$ cat src/rtl/iob_fifo_sync_asym_ctrl_pkg.sv
// Shared width/address/increment helpers for the asymmetric FIFO controller and its RAM.
// The derived widths are functions so that port declarations can use them directly.
`ifndef IOB_MAX
`define IOB_MAX(a, b) (((a) > (b)) ? (a) : (b))
`endif
`ifndef IOB_MIN
`define IOB_MIN(a, b) (((a) < (b)) ? (a) : (b))
`endif

package iob_fifo_sync_asym_ctrl_pkg;

  function automatic int max_dw(input int a, input int b);
    return `IOB_MAX(a, b);
  endfunction

  function automatic int min_dw(input int a, input int b);
    return `IOB_MIN(a, b);
  endfunction

  // Number of minimum-width units carried by one word of width dw.
  function automatic int unit_incr(input int dw, input int w_dw, input int r_dw);
    return dw / min_dw(w_dw, r_dw);
  endfunction

  function automatic int port_addr_w(input int dw, input int w_dw, input int r_dw,
                                     input int addr_w);
    return addr_w - $clog2(unit_incr(dw, w_dw, r_dw));
  endfunction

  localparam logic RST_W_FULL  = 1'b0;
  localparam logic RST_R_EMPTY = 1'b1;
  localparam logic RST_R_VALID = 1'b0;

endpackage

$ cat src/rtl/iob_fifo_asym_level.sv
// Fill level in minimum-width units, with full/empty flags registered from the next level.
module iob_fifo_asym_level
  import iob_fifo_sync_asym_ctrl_pkg::*;
#(
  parameter int ADDR_W = 10,
  parameter int W_INCR = 4,
  parameter int R_INCR = 1
) (
  input  logic            clk,
  input  logic            rst_n,
  input  logic            acc_w,
  input  logic            acc_r,
  output logic [ADDR_W:0] level,
  output logic            w_full,
  output logic            r_empty
);

  localparam logic [ADDR_W:0] CAP     = {1'b1, {ADDR_W{1'b0}}};
  localparam logic [ADDR_W:0] W_STEP  = (ADDR_W + 1)'(W_INCR);
  localparam logic [ADDR_W:0] R_STEP  = (ADDR_W + 1)'(R_INCR);
  localparam logic [ADDR_W:0] FULL_TH = CAP - W_STEP;

  logic [ADDR_W:0] level_q, level_d;
  logic            w_full_q, w_full_d;
  logic            r_empty_q, r_empty_d;

  always_comb begin
    level_d   = level_q + (acc_w ? W_STEP : '0) - (acc_r ? R_STEP : '0);
    w_full_d  = (level_d > FULL_TH);
    r_empty_d = (level_d < R_STEP);
  end

  always_ff @(posedge clk) begin
    if (!rst_n) begin
      level_q   <= '0;
      w_full_q  <= RST_W_FULL;
      r_empty_q <= RST_R_EMPTY;
    end else begin
      level_q   <= level_d;
      w_full_q  <= w_full_d;
      r_empty_q <= r_empty_d;
    end
  end

  assign level   = level_q;
  assign w_full  = w_full_q;
  assign r_empty = r_empty_q;

endmodule

$ cat src/rtl/iob_fifo_sync_asym_ctrl.sv
// Width-converting single-clock FIFO controller driving an iob_ram_2p_asym through its user ports.
// Define IOB_FIFO_ASYM_ERR_EN to add sticky overflow/underflow outputs.
module iob_fifo_sync_asym_ctrl
  import iob_fifo_sync_asym_ctrl_pkg::*;
#(
  parameter int W_DATA_W = 32,
  parameter int R_DATA_W = 8,
  parameter int ADDR_W   = 10
) (
  input  logic                clk,
  input  logic                rst_n,
  input  logic                w_en,
  input  logic [W_DATA_W-1:0] w_data,
  output logic                w_full,
  input  logic                r_en,
  output logic [R_DATA_W-1:0] r_data,
  output logic                r_valid,
  output logic                r_empty,
  output logic [ADDR_W:0]     level,
  output logic                ram_w_en,
  output logic [port_addr_w(W_DATA_W, W_DATA_W, R_DATA_W, ADDR_W)-1:0] ram_w_addr,
  output logic [W_DATA_W-1:0] ram_w_data,
  output logic                ram_r_en,
  output logic [port_addr_w(R_DATA_W, W_DATA_W, R_DATA_W, ADDR_W)-1:0] ram_r_addr,
  input  logic [R_DATA_W-1:0] ram_r_data
`ifdef IOB_FIFO_ASYM_ERR_EN
  ,
  output logic                overflow,
  output logic                underflow
`endif
);

  localparam int W_ADDR_W = port_addr_w(W_DATA_W, W_DATA_W, R_DATA_W, ADDR_W);
  localparam int R_ADDR_W = port_addr_w(R_DATA_W, W_DATA_W, R_DATA_W, ADDR_W);
  localparam int W_INCR   = unit_incr(W_DATA_W, W_DATA_W, R_DATA_W);
  localparam int R_INCR   = unit_incr(R_DATA_W, W_DATA_W, R_DATA_W);

  logic                acc_w, acc_r;
  logic [W_ADDR_W-1:0] wptr_q, wptr_d;
  logic [R_ADDR_W-1:0] rptr_q, rptr_d;
  logic                r_valid_q;

  assign acc_w = w_en & ~w_full;
  assign acc_r = r_en & ~r_empty;

  always_comb begin
    wptr_d = wptr_q;
    rptr_d = rptr_q;
    if (acc_w) wptr_d = wptr_q + W_ADDR_W'(1);
    if (acc_r) rptr_d = rptr_q + R_ADDR_W'(1);
  end

  // Pointers wrap naturally at their own width; reset also kills an in-flight read.
  always_ff @(posedge clk) begin
    if (!rst_n) begin
      wptr_q    <= '0;
      rptr_q    <= '0;
      r_valid_q <= RST_R_VALID;
    end else begin
      wptr_q    <= wptr_d;
      rptr_q    <= rptr_d;
      r_valid_q <= acc_r;
    end
  end

  iob_fifo_asym_level #(
    .ADDR_W (ADDR_W),
    .W_INCR (W_INCR),
    .R_INCR (R_INCR)
  ) u_level (
    .clk     (clk),
    .rst_n   (rst_n),
    .acc_w   (acc_w),
    .acc_r   (acc_r),
    .level   (level),
    .w_full  (w_full),
    .r_empty (r_empty)
  );

  assign ram_w_en   = acc_w;
  assign ram_w_addr = wptr_q;
  assign ram_w_data = w_data;
  assign ram_r_en   = acc_r;
  assign ram_r_addr = rptr_q;
  assign r_data     = ram_r_data;
  assign r_valid    = r_valid_q;

`ifdef IOB_FIFO_ASYM_ERR_EN
  logic overflow_q, underflow_q;

  always_ff @(posedge clk) begin
    if (!rst_n) begin
      overflow_q  <= 1'b0;
      underflow_q <= 1'b0;
    end else begin
      if (w_en & w_full)  overflow_q  <= 1'b1;
      if (r_en & r_empty) underflow_q <= 1'b1;
    end
  end

  assign overflow  = overflow_q;
  assign underflow = underflow_q;
`endif

endmodule

$ cat config.mk
export PLATFORM = sky130hd
export DESIGN_NAME = iob_fifo_sync_asym_ctrl
export DESIGN_NICKNAME = d
export VERILOG_FILES = /design/src/rtl/iob_fifo_sync_asym_ctrl_pkg.sv /design/src/rtl/iob_fifo_asym_level.sv /design/src/rtl/iob_fifo_sync_asym_ctrl.sv
export SDC_FILE = /design/constraint.sdc
export NUM_CORES = 1
export LEC_CHECK = 0
export CAP_MARGIN = 20
export CORE_MARGIN = 4
export CORE_UTILIZATION = 30
export CTS_BUF_LIST = sky130_fd_sc_hd__clkbuf_2
export CTS_CLUSTER_DIAMETER = 60
export CTS_CLUSTER_SIZE = 25
export DETAILED_ROUTE_END_ITERATION = 6
export MAX_ROUTING_LAYER = met4
export PLACE_DENSITY = 0.72
export RECOVER_POWER = 100
export SLEW_MARGIN = 20
export SYNTH_ARGS = -nofsm -noshare
export SYNTH_HDL_FRONTEND = slang
export SYNTH_SLANG_ARGS = --single-unit
$ cat constraint.sdc
create_clock -name clk -period 3.55 [get_ports clk]
set_clock_uncertainty 0.05 [all_clocks]
set_input_delay 0.8875 -clock clk [delete_from_list [all_inputs] [get_ports clk]]
set_output_delay 0.8875 -clock clk [all_outputs]
set_load 0.03 [all_outputs]
After elaboration in Yosys (flattened, before gate mapping):

Cells that the tools add are included.

* output and inout bits: 74
* register bits after elaboration: 32
* memory bits (read-only): 0
* memories: 0
* bits in writable memories: 0
* bits in latches: 0
* logic and storage cells: 18
* input port bits: 44

* reductions and logical operators: 0
* magnitude comparators: 2
* divide/modulo/power cells: 0
* bitwise gates (word level): 4
* multipliers: 0
* shift-type cells: 0
* add/subtract/negate cells: 4
* eq/ne operators: 0
* multiplexer cells: 2

Operators with widths (count)
* $add A11 B11 Y11: 1
* $gt A11 B10 Y1 const B: 1
* $lt A11 B1 Y1 const B: 1
* $sub A11 B11 Y11: 1
* $add A10 B1 Y10 const B: 1
* $add A8 B1 Y8 const B: 1
* $mux W3: 1
* $and A1 B1 Y1: 2
* $not A1 Y1: 2
* $mux W1: 1

Logic depth before layout (Yosys ltp):

Gate-level depths: netlist (run 1).

* depth in word-level cells: 6
* depth in mapped cells: 11
* gate-level depth less buffers: 10

By module:

Synthesis (run 1) repeated with hierarchy kept, for this count alone.

* cells, all modules: 238
* area total of the unflattened synthesis: 2065.7 um^2

Modules (own cells, without submodules)
* iob_fifo_sync_asym_ctrl: times used 1, sequential area each 380.4 um^2, area an instance 1173.6 um^2, cells an instance 132
* iob_fifo_asym_level: times used 1, sequential area each 260.2 um^2, area an instance 892.1 um^2, cells an instance 106

Worst setup path after synthesis (run 1):

OpenSTA, ideal clock, no wires.

* path type: input -> register
* start point: input r_en
* end point: register u_level.w_full_q (netlist: u_level.w_full)
* data arrival time: 3.532 ns
* buffers on the path: 1
* data required time: 3.412 ns
* setup slack: -0.120 ns
* stages on the path: 11
* path through: nor2b_1 clkbuf_1 ha_1 inv_1 ha_1 fa_1 nand3_1 a21oi_1 o31a_1 or4_1 o32ai_2

* word-level cells in the longest chain between the ends: 4

Ends and longest elaborated chain
* from (decl): line iob_fifo_sync_asym_ctrl.sv:15 `input logic r_en,`
* $and A1 B1 Y1: line iob_fifo_sync_asym_ctrl.sv:44 `assign acc_r = r_en & ~r_empty;`
* via ram_r_en: line iob_fifo_sync_asym_ctrl.sv:23 `output logic ram_r_en,`
* $mux W1: line iob_fifo_asym_level.sv:28 `level_d = level_q + (acc_w ? W_STEP : '0) - (acc_r ? R_STEP : '0);`
* $sub A11 B11 Y11: line iob_fifo_asym_level.sv:28
* $gt A11 B10 Y1: line iob_fifo_asym_level.sv:29 `w_full_d = (level_d > FULL_TH);`
* to (signal assigned): line iob_fifo_asym_level.sv:40 `w_full_q <= w_full_d;`
* to (decl): line iob_fifo_asym_level.sv:24 `logic w_full_q, w_full_d;`

The timed path passes the listed nets, and every way through them passes these cells.
A chain may end at the register's enable or synchronous reset.

Worst setup path after layout (run 1):

* start point: input r_en
* end point: output ram_r_en

* word-level cells in the longest chain between the ends: 1

Ends and longest elaborated chain (line)
* $and A1 B1 Y1: iob_fifo_sync_asym_ctrl.sv:44
* to (decl): iob_fifo_sync_asym_ctrl.sv:23

No other way between the ends.

==> results of run 1 <==
[through the flow]
step	power, mW	cell area [um^2]	TNS (ns)	std cells
5_1_grt	2.19	2230	0	314
3_3_place_gp	1.79	2180	-0.245	306
3_5_place_dp	1.81	2180	-0.401	306
4_1_cts	2.07	2240	0	314
6_report	1.99	2230	0	314
2_1_floorplan	1.45	1960	0	227
[registers in the layout, indices dropped and copies added (netlist names)]
register	cells
u_level.level	11
ram_r_addr	10
u_level.r_empty	1
u_level.w_full	1
ram_w_addr	8
r_valid	1
[routing by layer]
layer  track usage, %  part of all wire (%)
met1             13.6                    47
met2             16.3                    45
met3             2.98                   6.1
met4             4.26                   1.8
met5                -                     0
[cells by family (layout without fill, tap and decap cells)]
kind of cell             after synthesis  count (layout)  share of synthesized area (%)
AND/OR/NAND/NOR                       69              69                           17.9
multiplexers                           2               2                           1.02
XOR/XNOR                              23              23                           10.3
buffers and inverters                 60              70                           19.3
AO/OA/AOI/OAI                         27              27                           9.50
adder cells (fa/ha/maj)               14              14                           9.31
flip-flops                            32              32                           32.7
[worst max-delay path, delay by kind of cell]
kind / cells / cell delay (ns)
simple gates: 1 / 0.16
buf+inv: 3 / 1.42
[synth_stat cells, drive strengths merged, types with 3 or more instances]
library cell  count
and2              7
nand2            11
nor3              3
nor2             22
clkbuf            4
a21oi            12
inv              15
and3              7
buf              41
ha               13
dfxtp            32
nand4             5
or3               3
xor2             16
o21ai             6
nand3             4
xnor2             7
[cell type report]
| type | instances | share of cell area (%) |
|---|---|---|
| Clock buffer | 5 | 1.12 |
| Clock inverter | 3 | 1.68 |
| Inverter | 15 | 2.53 |
| Multi-Input combinational cell | 135 | 41.6 |
| Sequential cell | 32 | 28.7 |
| Tap cell | 77 | 4.32 |
| Timing Repair Buffer | 47 | 20.0 |
[final timing paths]
| kind | to | slack [ns] | cells after the start |
|---|---|---|---|
| worst max-delay path | ram_r_en | 0.14 | 4 |
| worst min-delay path | ram_w_addr[7] | 0.44 | 2 |
| worst max register to register | u_level.w_full | 0.83 | 10 |
| worst min register to register | ram_w_addr[7] | 0.44 | 2 |
[report_power, final]
| part | internal (mW) | total, mW | switching (mW) | leakage (nW) |
|---|---|---|---|---|
| logic | 0.574 | 1.27 | 0.695 | 0.691 |
| clock network | 0.115 | 0.249 | 0.134 | 0.0380 |
| registers | 0.425 | 0.471 | 0.0454 | 0.262 |
| total | 1.11 | 1.99 | 0.874 | 0.991 |
==> out/metrics.cfg, run 1 <==
[synth]
syn_inst=227
synth-seq-cells=32
yosys.cell_types.count=37
ys.warnings.count=0
synth-main-ff-cell=dfxtp_1
syn_area_per_cell_um2=8.64
synth-async-reset-ratio_pct=0
synth_edf_count=0
synth_top_area_share_pct=32.7
syn-num-nets=285
yosysTopAreaCell=dfxtp_1
ys_seq_area_share_pct=32.7
synth_area_um2=1960
netlist_top_cells_area=dfxtp_1 (33%), buf_4 (16%), ha_1 (8.3%)

[placement]
gp_congestion=0.833
dp_slack_ns=-0.200
portBuffers=37
hpwlAfterDp_um=2830

[floorplanning]
initial_utilization_pct=30.9
ios=118
row_count=29
die_y_um=88.9
die_w_um=88.9
dieArea_um2=7900
core-area_um2=6350

[drt]
vias=1459
viasPerCell=4.65
first_iter_violations=66
drt-wirelength-per-cell_um=11.7
finalWirelength_um=3690
drc=0
ant_nets=0
dr.pass1.iters=4

[worst_setup_path]
worstPathMaxFanout=7
slowest_delay_ns=0.74
crit_top_cell=dlygate4sd3_1
crit_arrival_ns=2.48
required_ns=2.61
critPathLaunch=r_en
crit_type=in2out
crit_chain=dlygate4sd3_1 > nor2b_1 > buf_4 > dlygate4sd3_1
reg2reg_from=u_level.r_empty
crit_slowest_cell=dlygate4sd3_1
crit_path_end_kind=output port
cp-start-kind=primary input

[global_routing]
grt_max_degree=25
grt.total_usage_pct=10.8
grt_pass1_vias=1470
grt_pass1_wl_um=6600
grt-ovfl-total=0
grt_antenna_before_repair=0

[finish]
utilization_pct=35.1
most-common-layout-cells=dlygate4sd3_1 (36), dfxtp_1 (32), nor2_1 (22), xor2_1 (16), inv_1 (15)
area_growth_pct=13.6
drive_above_1_share_pct=9.28
nets=294
multi_input_area_um2=927
antenna_cells=0
seqCellArea_um2=641
fillerInstances=656
final_common_cell=dlygate4sd3_1

[clock_network]
path_clk_slew_ns=0.18
ctsResizeCount=0
cts_htree_levels=2
cts_num_sinks=32
clk_path_buf_depth=2
clk_latency_ns=0.37
cts_root_buf=clkbuf_2
ctsHoldBuffers=0
postCtsSetupBuffers=0
cts_tree=done
cts_made_buffers=5

[sta]
whs_ns=0.443
maxSlewViolCount=0
fmax_mhz=293
min_period_over_period_pct=96.1
worst_slew_pin_slew_ns=0.769
rsz0062_at_grt=false
hold_viol=0
postLayoutSetupSlackWorst_ns=0.137
setup_violations=0
slew_headroom_pct=48.7
finalCriticalPeriod_ns=3.41

[pwr]
ir_worst_vdd_mv=0.308
power.leakage_nw=0.991
power_density_nw_per_um2=892

[worst_hold_path]
holdCritStartpoint=ram_w_addr[7]
hold_path_class=reg2reg

[run_status]
status=completed

[run]
maxCapViolations=0

(Power assumes the default switching activity.)
==> run 2, diff against run 1 <==
--- a/config.mk
+++ b/config.mk
@@ -15,6 +15,7 @@
 export MAX_ROUTING_LAYER = met4
 export PLACE_DENSITY = 0.72
 export RECOVER_POWER = 100
+export REMOVE_ABC_BUFFERS = 1
 export SLEW_MARGIN = 20
 export SYNTH_ARGS = -nofsm -noshare
 export SYNTH_HDL_FRONTEND = slang
==> constraint.sdc (replaced) <==
create_clock -name clk -period 3.55 [get_ports clk]
set_clock_uncertainty 0.05 [all_clocks]
set_input_delay 0.5325 -clock clk [delete_from_list [all_inputs] [get_ports clk]]
set_output_delay 0.5325 -clock clk [all_outputs]
set_load 0.03 [all_outputs]
==> run 2 against run 1 <==
  * Fmax rose by 6.6%
  * Worst setup slack improved by 0.21 ns
  * Sequential power barely moved
  * Critical path type is now in2reg
==> out/metrics.cfg, run 2 (synthesis results as in run 1) <==
[finish]
drive_above_1_share_pct=6.55  ; -2.7 points
nets=286  ; -2.7%
largest_reg_flops=11  ; unchanged
most-common-layout-cells=dlygate4sd3_1 (37), dfxtp_1 (32), nor2_1 (22), xor2_1 (16), inv_1 (15)
area_growth_pct=10.9
stdcell_area_um2=2180  ; -2.4%
final_common_cell=dlygate4sd3_1
antenna_cells=0  ; unchanged

[global_routing]
grt_use_met1_pct=18.5  ; +4.9 points
grt_max_degree=25  ; unchanged
grt.total_usage_pct=14.1  ; +3.3 points
use_met2_pct=15.2  ; -1.1 points
grt_pass1_wl_um=7930  ; +20%
grt_antenna_before_repair=0  ; unchanged
grt_pass1_vias=1425  ; -3.1%
grt.busiest_layer=met1
grt-ovfl-total=0  ; unchanged
grt_util_met3_pct=11.3  ; +8.3 points

[sta]
tns_ns=0  ; unchanged
fmax_mhz=312  ; +6.6%
hold_viol=0  ; unchanged
finalCriticalPeriod_ns=3.20  ; -0.212 ns
slew_headroom_pct=49.0  ; +0.31 points
rsz0062_at_grt=false
maxSlewViolCount=0  ; unchanged
setup_violations=0  ; unchanged
min_period_over_period_pct=90.2  ; -6.0 points
worst_slew_pin_slew_ns=0.764  ; -0.00466 ns
postLayoutSetupSlackWorst_ns=0.349  ; +0.212 ns
whs_ns=0.460  ; +0.0167 ns

[worst_setup_path]
crit_path_end_kind=register
crit_path_end=u_level.r_empty
rr_worst_depth=10  ; unchanged
crit_arrival_ns=3.46  ; +0.98 ns
crit_type=in2reg
timing.rr.end=u_level.r_empty
reg2reg_from=u_level.w_full
required_ns=3.80  ; +1.19 ns
cp-start-kind=primary input
critPathLaunch=w_en
worstPathMaxFanout=3  ; -4
ff2ff_setup_slack_ns=0.69  ; -0.14 ns

[run_status]
status=completed

[drt]
viasPerCell=4.83  ; +3.9%
drt-wirelength-per-cell_um=16.6  ; +41%
first_iter_violations=69  ; +4.5%
drc=0  ; unchanged
dr.pass1.iters=4  ; unchanged
ant_nets=0  ; unchanged
vias=1477  ; +1.2%
finalWirelength_um=5070  ; +38%

[pwr]
ir_worst_vdd_mv=0.258  ; -16%
power.leakage_nw=0.950  ; -4.1%
power_mw=1.87  ; -6.2%
power_density_nw_per_um2=857  ; -3.9%

[floorplanning]
die_y_um=88.9  ; unchanged
dieArea_um2=7900  ; unchanged
core-area_um2=6350  ; unchanged
ios=118  ; unchanged
die_w_um=88.9  ; unchanged
row_count=29  ; unchanged
initial_utilization_pct=30.9  ; unchanged

[worst_hold_path]
hold_path_class=reg2reg

[clock_network]
cts_tree=done
clk_latency_ns=0.38  ; about the same
ctsHoldBuffers=0  ; unchanged
path_clk_slew_ns=0.18  ; about the same
cts_made_buffers=5  ; unchanged
clk_path_buf_depth=2  ; unchanged
ctsResizeCount=0  ; unchanged
cts_htree_levels=2  ; unchanged
cts_num_sinks=32  ; unchanged
cts_root_buf=clkbuf_2
postCtsSetupBuffers=0  ; unchanged

[placement]
portBuffers=37  ; unchanged
dp_slack_ns=0.119  ; +0.319 ns
placed_cell_area_um2=2120  ; -2.8%
gp_congestion=0.863  ; +3.7%
hpwlAfterDp_um=3880  ; +37%

[run]
maxCapViolations=0  ; unchanged

run 2: cell count changes in the layout (fill, tap and decap cells not counted), moves of 2 or more:
cell      before  now
buf_4          6    0
clkbuf_1       0    2
clkinv_1       2    0
clkbuf_4       4    0
run 2: critical path, stage by stage:
cell and delay (ns):
dlygate4sd3_1 0.52, nor2b_1 0.19, inv_1 0.06, ha_1 0.27, inv_1 0.06, ha_1 0.29
a211oi_1 0.39, o21ai_2 0.14, xor2_1 0.19, or4_4 0.55, o41ai_2 0.27
run 2: final cells by class:
cell class / count / area (um^2)
Clock inverter: 3 / 42.5
Clock buffer: 5 / 25.0
Multi-Input combinational cell: 135 / 937
Tap cell: 77 / 96.3
Timing Repair Buffer: 39 / 378
Inverter: 15 / 56.3
Sequential cell: 32 / 641
Fill cell: 654 / 4170
run 2: metal layers:
metal | wire length (um) | part of all wire [%]
met2 | 1870 | 37
met3 | 759 | 15
met4 | 81 | 1.6
met5 | 0 | 0
met1 | 2360 | 47
run 2: worst min path at each step:
stage	from	to	slack, ns	cells past startpoint
floorplan	rst_n	u_level.r_empty	0.54	1
global placement	ram_w_addr[7]	ram_w_addr[7]	0.42	2
detailed placement	ram_w_addr[7]	ram_w_addr[7]	0.45	2
CTS	ram_w_addr[7]	ram_w_addr[7]	0.47	2
global route	ram_w_addr[7]	ram_w_addr[7]	0.48	2
finish	ram_w_addr[7]	ram_w_addr[7]	0.46	2
run 2: per-stage QoR:
step                      instances  utilization [%]
final                           306             34.3
after global routing            306             34.3
after CTS                       306             34.5
after detailed placement        298             33.4
after global placement          298             33.4
after floorplan                 182                -
run 2: power by group:
group          switching (mW)  internal (mW)  total [mW]
Combinational           0.686          0.455        1.14
Sequential             0.0467          0.425       0.472
Clock                   0.135          0.118       0.253
Total                   0.868          0.998        1.87
==> run 3, diff against run 2 <==
--- a/config.mk
+++ b/config.mk
@@ -12,8 +12,9 @@
 export CTS_CLUSTER_DIAMETER = 60
 export CTS_CLUSTER_SIZE = 25
 export DETAILED_ROUTE_END_ITERATION = 6
+export GPL_ROUTABILITY_DRIVEN = 0
 export MAX_ROUTING_LAYER = met4
-export PLACE_DENSITY = 0.72
+export PLACE_DENSITY = 0.74
 export RECOVER_POWER = 100
 export REMOVE_ABC_BUFFERS = 1
 export SLEW_MARGIN = 20
==> constraint.sdc (replaced) <==
create_clock -name clk -period 2.9 [get_ports clk]
set_clock_uncertainty 0.05 [all_clocks]
set_input_delay 0.435 -clock clk [delete_from_list [all_inputs] [get_ports clk]]
set_output_delay 0.435 -clock clk [all_outputs]
set_load 0.03 [all_outputs]
==> run 3 against run 2 <==
  * Utilization increased by 1.7 points
  * Sequential power increased by 23%
  * Die area unchanged
  * Clock power increased by 26%
  * Total power increased by 38%
  * Global-route usage increased by 0.32 points
  * Non-clock buffer count increased by 10
==> out/metrics.cfg, run 3 (synthesis results as in run 1) <==
[floorplanning]
die_y_um=88.9  ; unchanged
row_count=29  ; unchanged
ios=118  ; unchanged
core-area_um2=6350  ; unchanged
die_w_um=88.9  ; unchanged
initial_utilization_pct=30.9  ; unchanged
dieArea_um2=7900  ; unchanged

[sta]
whs_ns=0.443  ; -0.0164 ns
hold_viol=0  ; unchanged
worst_slew_pin_slew_ns=0.837  ; +0.0732 ns
min_period_over_period_pct=96.6
setup_violations=0  ; unchanged
finalCriticalPeriod_ns=2.80
maxSlewViolCount=0  ; unchanged
slew_headroom_pct=44.2  ; -4.8 points
fmax_mhz=357
rsz0062_at_grt=false

[global_routing]
grt-ovfl-total=0  ; unchanged
grt_max_degree=20  ; -20%
grt_pass1_wl_um=8080  ; +1.9%
grt_antenna_before_repair=0  ; unchanged
grt.total_usage_pct=14.4  ; +0.32 points
grt_pass1_vias=1473  ; +3.4%

[finish]
stdcell_count=316  ; +3.3%
antenna_cells=0  ; unchanged
area_growth_pct=16.4
nets=296  ; +3.5%
drive_above_1_share_pct=12.6  ; +6.0 points
final_common_cell=dlygate4sd3_1
most-common-layout-cells=dlygate4sd3_1 (35), dfxtp_1 (32), nor2_1 (22), xor2_1 (16), inv_1 (15)
largest_reg_flops=11  ; unchanged

[worst_setup_path]
slowest_delay_ns=0.54  ; about the same
crit_slowest_cell=or4_4
required_ns=3.17  ; -0.63 ns
cp.buffers_inverters=3  ; unchanged
crit_family=simple AND/OR/NAND/NOR gates
cp-start-kind=primary input
crit_arrival_ns=3.07  ; -0.39 ns
crit_top_cell=inv_1
crit_type=in2reg
worstPathMaxFanout=2  ; -1
crit_path_end_kind=register
crit_chain=clkdlybuf4s50_1 > nor2b_2 > inv_1 > ha_1 > inv_1 > ha_4 > a211oi_4 > o21ai_2 > xor2_1 > or4_4 > o41ai_2

[drt]
drt-wirelength-per-cell_um=16.8  ; +1.1%
dr.pass1.iters=4  ; unchanged
ant_nets=0  ; unchanged
first_iter_violations=74  ; +7.2%
viasPerCell=4.80  ; -0.54%
drc=0  ; unchanged
finalWirelength_um=5300  ; +4.4%
vias=1517  ; +2.7%

[clock_network]
clk_path_buf_depth=2  ; unchanged
clk_latency_ns=0.39  ; about the same
cts_htree_levels=2  ; unchanged
cts_made_buffers=5  ; unchanged
ctsHoldBuffers=0  ; unchanged
cts_root_buf=clkbuf_2
cts_tree=done
cts_num_sinks=32  ; unchanged
path_clk_slew_ns=0.19  ; about the same

[placement]
portBuffers=37  ; unchanged
place_inst=308  ; +3.4%
hpwlAfterDp_um=4030  ; +3.8%

[pwr]
ir_worst_vdd_mv=0.486  ; +89%
power.leakage_nw=1.00  ; +5.6%
power_density_nw_per_um2=1130  ; +31%

[run_status]
status=completed

[run]
maxCapViolations=0  ; unchanged

[worst_hold_path]
hold_path_class=reg2reg

[run 3: cell types whose count changed in the layout (fill, tap and decap cells not counted)]
cell / before / now
dlygate4sd3_1: 37 / 35
fa_2: 0 / 1
buf_4: 0 / 8
clkbuf_4: 0 / 2
and2_1: 3 / 6
nor2b_1: 2 / 0
a211oi_1: 1 / 0
ha_1: 13 / 12
and2_0: 3 / 0
fa_1: 1 / 0
clkdlybuf4s50_1: 0 / 2
a211oi_4: 0 / 1
ha_4: 0 / 1
nor2b_2: 0 / 2
[run 3: area by class of cell]
class	instances	area, um^2
well taps	77	96.3
fillers	634	4070
flip-flops and latches	32	641
inverters	15	56.3
clock buffers	5	25.0
clock inverters	3	42.5
repair buffers	49	453
multi-input cells	135	970
[run 3: metal layers]
layer | track usage, % | vias to the layer above | part of all wire [%]
li1 | - | 738 | -
met1 | 18.0 | 688 | 45
met2 | 16.9 | 88 | 39
met3 | 11.9 | 3 | 15
met4 | 4.12 | 0 | 0.77
met5 | - | - | 0
[run 3: report_power, final]
group          switching [mW]  internal (mW)
clock                   0.175          0.144
sequential             0.0600          0.521
combinational           0.910          0.762
total                    1.15           1.43
[run 3: worst min-delay path: stages (launching register included)]
cell	delay [ns]
dfxtp_1	0.35
o21ai_0	0.07
a21oi_1	0.06
[run 3: worst paths after layout]
check,from,to,slack (ns),cells after the start
max,w_en,u_level.r_empty,0.1,11
min,ram_w_addr[7],ram_w_addr[7],0.44,2
max reg2reg,u_level.w_full,u_level.r_empty,0.22,10
min reg2reg,ram_w_addr[7],ram_w_addr[7],0.44,2
[run 3: timing repair]
action	4_1_cts	5_1_grt
setup endpoints to repair	0	2
gates resized for setup	0	5
buffers inserted	0	0
[run 3: metrics by stage]
stage	cell area, um^2	util, %	TNS (ns)	total power, mW	setup slack (ns)
after floorplan	1640	-	-1.09	1.65	-0.494
after global placement	2200	34.6	-0.720	2.22	-0.310
after detailed placement	2200	34.6	-0.997	2.24	-0.405
after CTS	2260	35.6	0	2.57	0.0327
after global routing	2280	36.0	0	2.77	0.00479
final	2280	36.0	0	2.57	0.0985
